`src/rtl/stepdown_pkg.sv`:
```
// -----------------------------------------------------------------------------
// stepdown_pkg
// Shared definitions for the stepdown phase controller: the 3-bit phase state
// encoding, default timing constants and the dead-time clamp helper.
// -----------------------------------------------------------------------------
package stepdown_pkg;

  typedef enum logic [2:0] {
    ST_OFF   = 3'd0,
    ST_TRI   = 3'd1,
    ST_DTH   = 3'd2,
    ST_HS    = 3'd3,
    ST_DTL   = 3'd4,
    ST_LS    = 3'd5,
    ST_FAULT = 3'd6
  } phase_state_e;

  localparam int TMR_W_DEF    = 8;
  localparam int TON_MIN_DEF  = 8;
  localparam int TOFF_MIN_DEF = 4;
  localparam int BLANK_DEF    = 6;
  localparam int OCP_MAX_DEF  = 4;
  localparam int SS_W_DEF     = 8;
  localparam int SS_DIV_DEF   = 4;

  // A dead-time setting of zero still has to give one both-off cycle.
  function automatic int unsigned dt_cycles(input int unsigned cfg);
    return (cfg == 32'd0) ? 32'd1 : cfg;
  endfunction

endpackage

```
`src/rtl/stepdown_phase_ctrl_if.sv`:
```
// -----------------------------------------------------------------------------
// stepdown_phase_ctrl_if
// Bundles the modulator/comparator inputs and the gate-drive/status outputs of
// the stepdown phase controller.
//   master : drives en, pwm_req, ocp, zcd, dt_cfg; observes the outputs
//   slave  : the controller itself
// -----------------------------------------------------------------------------
interface stepdown_phase_ctrl_if #(
  parameter int TMR_W = 8,
  parameter int SS_W  = 8
);
  logic             en;
  logic             pwm_req;
  logic             ocp;
  logic             zcd;
  logic [TMR_W-1:0] dt_cfg;
  logic             hs_on;
  logic             ls_on;
  logic [SS_W-1:0]  ss_level;
  logic             ss_done;
  logic             fault;
  logic [2:0]       state;

  modport master (
    output en, pwm_req, ocp, zcd, dt_cfg,
    input  hs_on, ls_on, ss_level, ss_done, fault, state
  );

  modport slave (
    input  en, pwm_req, ocp, zcd, dt_cfg,
    output hs_on, ls_on, ss_level, ss_done, fault, state
  );
endinterface

```
`src/rtl/stepdown_phase_tmr.sv`:
```
// -----------------------------------------------------------------------------
// stepdown_phase_tmr
// Loadable down-counter shared by dead-time, minimum-on and minimum-off timing.
// A load of N makes o_expire true in the N-th cycle after the load edge, so the
// owning state lasts exactly N cycles. The counter parks at zero.
//   i_clk, i_rst_n : clock, asynchronous active-low reset
//   i_load         : load i_load_val at the next edge
//   o_value        : current count
//   o_expire       : count == 1
// -----------------------------------------------------------------------------
module stepdown_phase_tmr #(
  parameter int TMR_W = 8
) (
  input  logic             i_clk,
  input  logic             i_rst_n,
  input  logic             i_load,
  input  logic [TMR_W-1:0] i_load_val,
  output logic [TMR_W-1:0] o_value,
  output logic             o_expire
);

  logic [TMR_W-1:0] r_count;

  // Count register: load wins, otherwise decrement until zero.
  always_ff @(posedge i_clk or negedge i_rst_n) begin
    if (!i_rst_n) begin
      r_count <= {TMR_W{1'b0}};
    end else if (i_load) begin
      r_count <= i_load_val;
    end else if (r_count != {TMR_W{1'b0}}) begin
      r_count <= r_count - TMR_W'(1);
    end else begin
      r_count <= r_count;
    end
  end

  assign o_value  = r_count;
  assign o_expire = (r_count == TMR_W'(1));

endmodule

```
`src/rtl/stepdown_phase_ctrl.sv`:
```
// -----------------------------------------------------------------------------
// stepdown_phase_ctrl
// Sequences the stepdown high-side / low-side gate drive with break-before-make
// dead time, minimum on/off times, ocp blanking, DCM tristate on zero-cross, an
// ocp fault latch and a soft-start ramp.
//   CELCLK, CELRSTN  : clock, asynchronous active-low reset
//   CELV, CELG, SUB  : supply/ground/substrate ties, no logical function
//   bus (slave)      : en, pwm_req, ocp, zcd, dt_cfg in;
//                      hs_on, ls_on, ss_level, ss_done, fault, state out
// All outputs are registered and change one cycle after their cause.
// -----------------------------------------------------------------------------
module stepdown_phase_ctrl
  import stepdown_pkg::*;
#(
  parameter int TMR_W    = TMR_W_DEF,
  parameter int TON_MIN  = TON_MIN_DEF,
  parameter int TOFF_MIN = TOFF_MIN_DEF,
  parameter int BLANK    = BLANK_DEF,
  parameter int OCP_MAX  = OCP_MAX_DEF,
  parameter int SS_W     = SS_W_DEF,
  parameter int SS_DIV   = SS_DIV_DEF
) (
  input  logic                 CELCLK,
  input  logic                 CELRSTN,
  input  logic                 CELV,
  input  logic                 CELG,
  input  logic                 SUB,
  stepdown_phase_ctrl_if.slave bus
);

  localparam int OCP_W = $clog2(OCP_MAX + 1);
  // HS cycle k holds timer value TON_MIN-k+1, so ocp counts once value <= this.
  // Requires BLANK < TON_MIN.
  localparam logic [TMR_W-1:0]  BLANK_THR  = TMR_W'(TON_MIN - BLANK);
  localparam logic [SS_W-1:0]   SS_MAX     = {SS_W{1'b1}};
  localparam logic [SS_DIV-1:0] SS_PRE_MAX = {SS_DIV{1'b1}};

  phase_state_e      r_state, w_state_nxt;
  logic              r_hs_on, r_ls_on, r_fault;
  logic              w_hs_nxt, w_ls_nxt, w_fault_nxt;
  logic [OCP_W-1:0]  r_ocp_cnt, w_ocp_cnt_nxt, w_ocp_inc;
  logic              r_ocp_hold, w_ocp_hold_nxt;
  logic [SS_DIV-1:0] r_ss_pre, w_ss_pre_nxt;
  logic [SS_W-1:0]   r_ss_level, w_ss_level_nxt;
  logic              r_ss_done;
  logic              w_tmr_load, w_tmr_exp, w_min_done, w_ocp_trip;
  logic [TMR_W-1:0]  w_tmr_load_val, w_tmr_val;
  logic              w_unused_supply;

  assign w_unused_supply = CELV ^ CELG ^ SUB;

  stepdown_phase_tmr #(.TMR_W(TMR_W)) u_tmr (
    .i_clk      (CELCLK),
    .i_rst_n    (CELRSTN),
    .i_load     (w_tmr_load),
    .i_load_val (w_tmr_load_val),
    .o_value    (w_tmr_val),
    .o_expire   (w_tmr_exp)
  );

  // The timer parks at 0 after expiry, so <=1 means the minimum time is met.
  assign w_min_done = (w_tmr_val <= TMR_W'(1));
  assign w_ocp_trip = bus.ocp && (w_tmr_val <= BLANK_THR);
  assign w_ocp_inc  = r_ocp_cnt + OCP_W'(1);

  // State, gate outputs, ocp bookkeeping and soft-start registers.
  always_ff @(posedge CELCLK or negedge CELRSTN) begin
    if (!CELRSTN) begin
      r_state    <= ST_OFF;
      r_hs_on    <= 1'b0;
      r_ls_on    <= 1'b0;
      r_fault    <= 1'b0;
      r_ocp_cnt  <= {OCP_W{1'b0}};
      r_ocp_hold <= 1'b0;
      r_ss_pre   <= {SS_DIV{1'b0}};
      r_ss_level <= {SS_W{1'b0}};
      r_ss_done  <= 1'b0;
    end else begin
      r_state    <= w_state_nxt;
      r_hs_on    <= w_hs_nxt;
      r_ls_on    <= w_ls_nxt;
      r_fault    <= w_fault_nxt;
      r_ocp_cnt  <= w_ocp_cnt_nxt;
      r_ocp_hold <= w_ocp_hold_nxt;
      r_ss_pre   <= w_ss_pre_nxt;
      r_ss_level <= w_ss_level_nxt;
      r_ss_done  <= (w_ss_level_nxt == SS_MAX);
    end
  end

  // Next-state logic with ocp counting and the pwm re-arm hold.
  always_comb begin
    w_state_nxt    = r_state;
    w_ocp_cnt_nxt  = r_ocp_cnt;
    // Hold is released by any cycle with pwm_req low; a trip below re-sets it.
    w_ocp_hold_nxt = r_ocp_hold && bus.pwm_req;
    if (!bus.en) begin
      w_state_nxt    = ST_OFF;
      w_ocp_cnt_nxt  = {OCP_W{1'b0}};
      w_ocp_hold_nxt = 1'b0;
    end else begin
      case (r_state)
        ST_OFF: w_state_nxt = ST_TRI;
        ST_TRI: begin
          if (bus.pwm_req && !r_ocp_hold) w_state_nxt = ST_DTH;
          else                            w_state_nxt = ST_TRI;
        end
        ST_DTH: begin
          if (w_tmr_exp) w_state_nxt = ST_HS;
          else           w_state_nxt = ST_DTH;
        end
        ST_HS: begin
          // A current-limit trip overrides the minimum on-time.
          if (w_ocp_trip) begin
            w_ocp_hold_nxt = 1'b1;
            w_ocp_cnt_nxt  = w_ocp_inc;
            if (w_ocp_inc == OCP_W'(OCP_MAX)) w_state_nxt = ST_FAULT;
            else                              w_state_nxt = ST_DTL;
          end else if (w_min_done && !bus.pwm_req) begin
            w_state_nxt   = ST_DTL;
            w_ocp_cnt_nxt = {OCP_W{1'b0}};
          end else begin
            w_state_nxt = ST_HS;
          end
        end
        ST_DTL: begin
          if (w_tmr_exp) w_state_nxt = ST_LS;
          else           w_state_nxt = ST_DTL;
        end
        ST_LS: begin
          if (w_min_done && bus.pwm_req && !r_ocp_hold) w_state_nxt = ST_DTH;
          else if (w_min_done && bus.zcd)               w_state_nxt = ST_TRI;
          else                                          w_state_nxt = ST_LS;
        end
        ST_FAULT: w_state_nxt = ST_FAULT;
        default:  w_state_nxt = ST_OFF;
      endcase
    end
  end

  // Output decode from the next state, plus the timer load on state entry.
  always_comb begin
    w_hs_nxt    = (w_state_nxt == ST_HS);
    w_ls_nxt    = (w_state_nxt == ST_LS);
    w_fault_nxt = (w_state_nxt == ST_FAULT);
    w_tmr_load  = (w_state_nxt != r_state);
    case (w_state_nxt)
      ST_DTH, ST_DTL: w_tmr_load_val = TMR_W'(dt_cycles(32'(bus.dt_cfg)));
      ST_HS:          w_tmr_load_val = TMR_W'(TON_MIN);
      ST_LS:          w_tmr_load_val = TMR_W'(TOFF_MIN);
      default:        w_tmr_load_val = {TMR_W{1'b0}};
    endcase
  end

  // Soft-start ramp: one step per 2^SS_DIV active cycles, frozen in FAULT.
  always_comb begin
    w_ss_pre_nxt   = r_ss_pre;
    w_ss_level_nxt = r_ss_level;
    if (!bus.en || (r_state == ST_OFF)) begin
      w_ss_pre_nxt   = {SS_DIV{1'b0}};
      w_ss_level_nxt = {SS_W{1'b0}};
    end else if (r_state == ST_FAULT) begin
      w_ss_pre_nxt   = r_ss_pre;
      w_ss_level_nxt = r_ss_level;
    end else begin
      w_ss_pre_nxt = r_ss_pre + SS_DIV'(1);
      if ((r_ss_pre == SS_PRE_MAX) && (r_ss_level != SS_MAX)) w_ss_level_nxt = r_ss_level + SS_W'(1);
      else                                                    w_ss_level_nxt = r_ss_level;
    end
  end

  assign bus.hs_on    = r_hs_on;
  assign bus.ls_on    = r_ls_on;
  assign bus.fault    = r_fault;
  assign bus.ss_level = r_ss_level;
  assign bus.ss_done  = r_ss_done;
  assign bus.state    = r_state;

endmodule

```
`src/flat_wrapper.sv`:
```
// flat-port wrapper written by rule: the top's interface ports become plain ports
module stepdown_phase_ctrl_flat import stepdown_pkg::*;
#(
  parameter int TMR_W    = TMR_W_DEF,
  parameter int TON_MIN  = TON_MIN_DEF,
  parameter int TOFF_MIN = TOFF_MIN_DEF,
  parameter int BLANK    = BLANK_DEF,
  parameter int OCP_MAX  = OCP_MAX_DEF,
  parameter int SS_W     = SS_W_DEF,
  parameter int SS_DIV   = SS_DIV_DEF
)
  (CELCLK, CELRSTN, CELV, CELG, SUB, bus_en, bus_pwm_req, bus_ocp, bus_zcd, bus_dt_cfg, bus_hs_on, bus_ls_on, bus_ss_level, bus_ss_done, bus_fault, bus_state);
  stepdown_phase_ctrl_if #(.TMR_W(TMR_W), .SS_W(SS_W)) bus_i ();
  input  logic CELCLK;
  input  logic CELRSTN;
  input  logic CELV;
  input  logic CELG;
  input  logic SUB;
  input wire logic [$bits(bus_i.en)-1:0] bus_en;
  input wire logic [$bits(bus_i.pwm_req)-1:0] bus_pwm_req;
  input wire logic [$bits(bus_i.ocp)-1:0] bus_ocp;
  input wire logic [$bits(bus_i.zcd)-1:0] bus_zcd;
  input wire logic [$bits(bus_i.dt_cfg)-1:0] bus_dt_cfg;
  output wire logic [$bits(bus_i.hs_on)-1:0] bus_hs_on;
  output wire logic [$bits(bus_i.ls_on)-1:0] bus_ls_on;
  output wire logic [$bits(bus_i.ss_level)-1:0] bus_ss_level;
  output wire logic [$bits(bus_i.ss_done)-1:0] bus_ss_done;
  output wire logic [$bits(bus_i.fault)-1:0] bus_fault;
  output wire logic [$bits(bus_i.state)-1:0] bus_state;
  assign bus_i.en = bus_en;
  assign bus_i.pwm_req = bus_pwm_req;
  assign bus_i.ocp = bus_ocp;
  assign bus_i.zcd = bus_zcd;
  assign bus_i.dt_cfg = bus_dt_cfg;
  assign bus_hs_on = bus_i.hs_on;
  assign bus_ls_on = bus_i.ls_on;
  assign bus_ss_level = bus_i.ss_level;
  assign bus_ss_done = bus_i.ss_done;
  assign bus_fault = bus_i.fault;
  assign bus_state = bus_i.state;
  stepdown_phase_ctrl #(.TMR_W(TMR_W), .TON_MIN(TON_MIN), .TOFF_MIN(TOFF_MIN), .BLANK(BLANK), .OCP_MAX(OCP_MAX), .SS_W(SS_W), .SS_DIV(SS_DIV)) u_core (.CELCLK(CELCLK), .CELRSTN(CELRSTN), .CELV(CELV), .CELG(CELG), .SUB(SUB), .bus(bus_i));
endmodule
```
`config.mk`:
```
export PLATFORM = sky130hd
export DESIGN_NAME = stepdown_phase_ctrl_flat
export DESIGN_NICKNAME = d
export VERILOG_FILES = /design/src/rtl/stepdown_pkg.sv /design/src/rtl/stepdown_phase_ctrl_if.sv /design/src/rtl/stepdown_phase_tmr.sv /design/src/rtl/stepdown_phase_ctrl.sv /design/src/flat_wrapper.sv
export SDC_FILE = /design/constraint.sdc
export NUM_CORES = 1
export LEC_CHECK = 0
export ABC_CLOCK_PERIOD_IN_PS = 3500
export CORE_ASPECT_RATIO = 1.75
export CORE_MARGIN = 4
export CORE_UTILIZATION = 45
export CTS_BUF_LIST = sky130_fd_sc_hd__clkbuf_4 sky130_fd_sc_hd__clkbuf_8
export DETAILED_ROUTE_END_ITERATION = 10
export PLACE_DENSITY_LB_ADDON = 0.05
export SLEW_MARGIN = 20
export SYNTH_ARGS = -nofsm -noshare
export SYNTH_HDL_FRONTEND = slang
export SYNTH_HIERARCHICAL = 1
export SYNTH_SLANG_ARGS = --single-unit
export TNS_END_PERCENT = 1
```
`constraint.sdc`:
```
create_clock -name CELCLK -period 3.5 [get_ports CELCLK]
set_input_delay 0.7 -clock CELCLK [delete_from_list [all_inputs] [get_ports CELCLK]]
set_output_delay 0.7 -clock CELCLK [all_outputs]
set_load 0.01 [all_outputs]
```
==> key figures <==
Run status
  – Status: finished clean

Timing
  – Relative slew margins: 64.6%
  – WHS: 554 ps
  – Min cycle time layout: 2920 ps
  – Peak Freq: 342 MHz
  – Crit share post-route: 83.6%
  – Setup violators final: 0
  – RSZ-0062 raised after global routing: no
  – Setup TNS: 0 ps
  – Skew final: 3.45 ps
  – Count of final hold-check violations: 0
  – Least-Margin Pin Slew: 524 ps
  – Max-slew violation count: 0

Pwr
  – P_leak: 1.04 nW
  – Clock power frac: 20.0%
  – Pint: 0.848 mW
  – Tot Pwr: 1.42 mW
  – Switching share of power: 40.3%
  – Pwr Density: 581 nW/um2
  – Peak VDD IR: 0.352 mV
  – Combinational Power Share: 42.8%
  – Sequential power share: 37.2%
  – Switch Pwr: 0.572 mW

Clock tree
  – Clock-pin slew on the worst setup and hold paths: 60 ps
  – CTS max path bufs: 2
  – Root buf cell: clkbuf_8
  – Cts bufs inserted: 5
  – Hold_buf cts: 0
  – Number of setup buffers added after CTS: 0
  – Resized Gates After CTS: 0
  – CTS Sinks: 31
  – Htree depth: 2
  – CTS tree: built
  – Clock latency on the worst-skew pair: 280 ps

Finish
  – Fin nets: 281
  – Antenna Cells: 0
  – Storage cell area: 776 um2
  – Footprint of the multi-input gates: 1160 um2
  – Layout cell share with drive strength beyond 1: 6.61%
  – Layout area overhead: 21.2%
  – Filler instances: 424

Synth
  – Cells after Synth: 226
  – Yosys warning count: 6
  – Most frequent cell after synthesis: dfrtp_1
  – Main area contributors after synthesis: dfrtp_1 (38%), nor2_1 (5.2%), ha_1 (4.3%), nand2_1 (2.6%), and2_1 (2.5%)
  – Syn_area_per_cell: 8.92 um2
  – Synth Flop Type: dfrtp_1
  – Synth top cells by count: dfrtp_1 (31), nor2_1 (28), nand2_1 (14)
  – Post-synthesis sequential area ratio: 38.5%
  – Synth Register Bits: 31
  – Netlist cell types: 51
  – Post-synth EDFFs: 0
  – Cell area after synthesis: 2020 um2
  – Syn nets: 250
  – Area leader, netlist: dfrtp_1
  – Post-synth ARST share: 100%
  – Yosys top cell area share: 38.5%

Floorplan
  – Initial core utilization: 46.2%
  – IO Count: 32
  – Chip height: 96.6 um
  – FP Rows: 32
  – Die ar.: 5660 um2
  – Die Wd: 58.6 um
  – Core Area: 4360 um2

Setup path
  – Worst reg2reg path depth: 12
  – Worst r2r src: u_core/u_tmr/o_value[6]
  – CP peak stage delay: 520 ps
  – Critical path class: flop to flop
  – Worst path top cell family by delay: simple AND/OR/NAND/NOR gates
  – Critical R2R Capture: u_core/u_tmr/o_value[6]
  – Critical Path RT: 3720 ps
  – CP startpoint kind: flop
  – CP max stage cell: or3_1
  – Critical Path Fanout Max: 17
  – R2R setup slack: 580 ps
  – Worst path cell trace: or3_1 -> nor4_1 -> buf_4 -> nor3b_1 -> a311oi_1 -> a221o_1 -> a31oi_1 -> nand3b_1 -> buf_4 -> nand2b_1 -> a21oi_1 -> nand3b_1
  – CP endpoint kind: flop
  – Crit path buf inv count: 2
  – Critical path arrival: 3140 ps

Global route
  – Vias in the first global route: 1,834
  – First-pass GRT wire length: 7.94 mm
  – GR Util All Layers: 18.3%
  – Largest net degree at the start of global routing: 32
  – Overflow after GRT: 0
  – Initial antenna violation count: 0

Routing
  – Via Count: 1,776
  – Detailed Route WL: 4.56 mm
  – Initial DRT Pass Iterations: 4
  – # DRC: 0
  – Initial DRC count: 76
  – Detail Route Antenna Nets: 0
  – Wire per inst: 14.8 um
  – Vias per Instance: 5.77

Min path
  – HP Start: u_core/r_ss_pre[1]
  – Hold Path Cell Cnt: 2
  – Hold Path Class: flop to flop
  – WHS Endpoint: u_core/r_ss_pre[1]

Run
  – Max cap viols: 0

Placement
  – Port bufs: 28
  – GPL Wtd Cong: 0.856
  – HPWL after detailed placement: 3.43 mm
## cell usage in the layout (no fill, tap or decap), types with 4 or more instances in the layout
master	netlist	routed
a21oi_1	5	5
a31oi_1	6	6
and2_1	8	8
buf_4	0	5
clkbuf_8	0	6
clkdlybuf4s50_1	0	28
dfrtp_1	31	31
ha_1	7	7
inv_1	11	11
nand2_1	14	14
nand2b_1	4	4
nand3_1	4	4
nand3b_1	4	4
nand4_1	5	5
nor2_1	28	28
nor2b_1	7	7
nor3_1	10	10
nor3b_1	4	4
nor4_1	5	5
o21a_1	4	4
o21ai_0	8	8
o31ai_1	5	5
xnor2_1	5	5
xor2_1	5	5
## how the worst max path moves through the flow
stage / slack, ps / depth (start not counted) / from / end
2_1_floorplan: 610 / 11 / u_core/u_tmr/o_value[6] / u_core/u_tmr/o_value[5]
3_3_place_gp: 350 / 9 / bus_ocp / u_core/u_tmr/o_value[5]
3_5_place_dp: 310 / 9 / bus_ocp / u_core/u_tmr/o_value[5]
4_1_cts: 560 / 11 / u_core/u_tmr/o_value[6] / u_core/u_tmr/o_value[3]
5_1_grt: 410 / 9 / bus_ocp / u_core/u_tmr/o_value[5]
6_report: 580 / 12 / u_core/u_tmr/o_value[6] / u_core/u_tmr/o_value[6]
## power by group through the flow
stage / registers (mW) / logic (mW) / clock network [mW]
CTS: 0.527 / 0.613 / 0.292
finish: 0.528 / 0.608 / 0.284
detailed placement: 0.534 / 0.608 / 0
global route: 0.541 / 0.683 / 0.311
global placement: 0.533 / 0.606 / 0
floorplan: 0.492 / 0.476 / 0
## sequential cells by signal, summed over array words and instances (netlist names), 3 cells and up
register              cells
u_core/bus.state          3
u_core/r_ss_pre           4
u_core/bus.ss_level       8
u_core/r_ocp_cnt          3
u_core/u_tmr/o_value      8
## layer usage
| metal | track usage, % | vias to the layer above | share of wire, % |
|---|---|---|---|
| li1 | - | 879 | - |
| met1 | 19.1 | 835 | 39 |
| met2 | 33.1 | 42 | 53 |
| met3 | 3.32 | 20 | 4.3 |
| met4 | 11.5 | 0 | 4.3 |
| met5 | 0 | - | 0 |
## kinds of logic after synthesis
logic type | share of synthesized area, %
fa+ha+maj | 4.34
simple gates | 28.3
flops | 38.5
compound gates | 19.4
buf+inv | 4.09
xor+xnor | 4.34
mux | 0.993
## worst min-delay path, delay by kind of cell, from the launching register on
family           cells  cell delay [ps]
DFF                  1              370
and+or+nand+nor      1               80
muxes                1               70
## final cells by class
class / instances / share of cell area, %
Multi-Input combinational cell: 175 / 47.4
Timing Repair Buffer: 33 / 13.0
Clock buffer: 6 / 3.38
Inverter: 11 / 1.69
Sequential cell: 31 / 31.7
Tap cell: 51 / 2.61
Clock inverter: 1 / 0.205
## through the flow
| step | cell area, um2 | utilization, % | setup WS [ps] | cells |
|---|---|---|---|---|
| 2_1_floorplan | 2020 | - | 608 | 226 |
| 3_3_place_gp | 2360 | 54.0 | 352 | 301 |
| 3_5_place_dp | 2360 | 54.0 | 306 | 301 |
| 4_1_cts | 2440 | 56.0 | 562 | 308 |
| 5_1_grt | 2440 | 56.0 | 407 | 308 |
| 6_report | 2440 | 56.0 | 576 | 308 |
No activity file was read; power rests on OpenSTA's default activity.
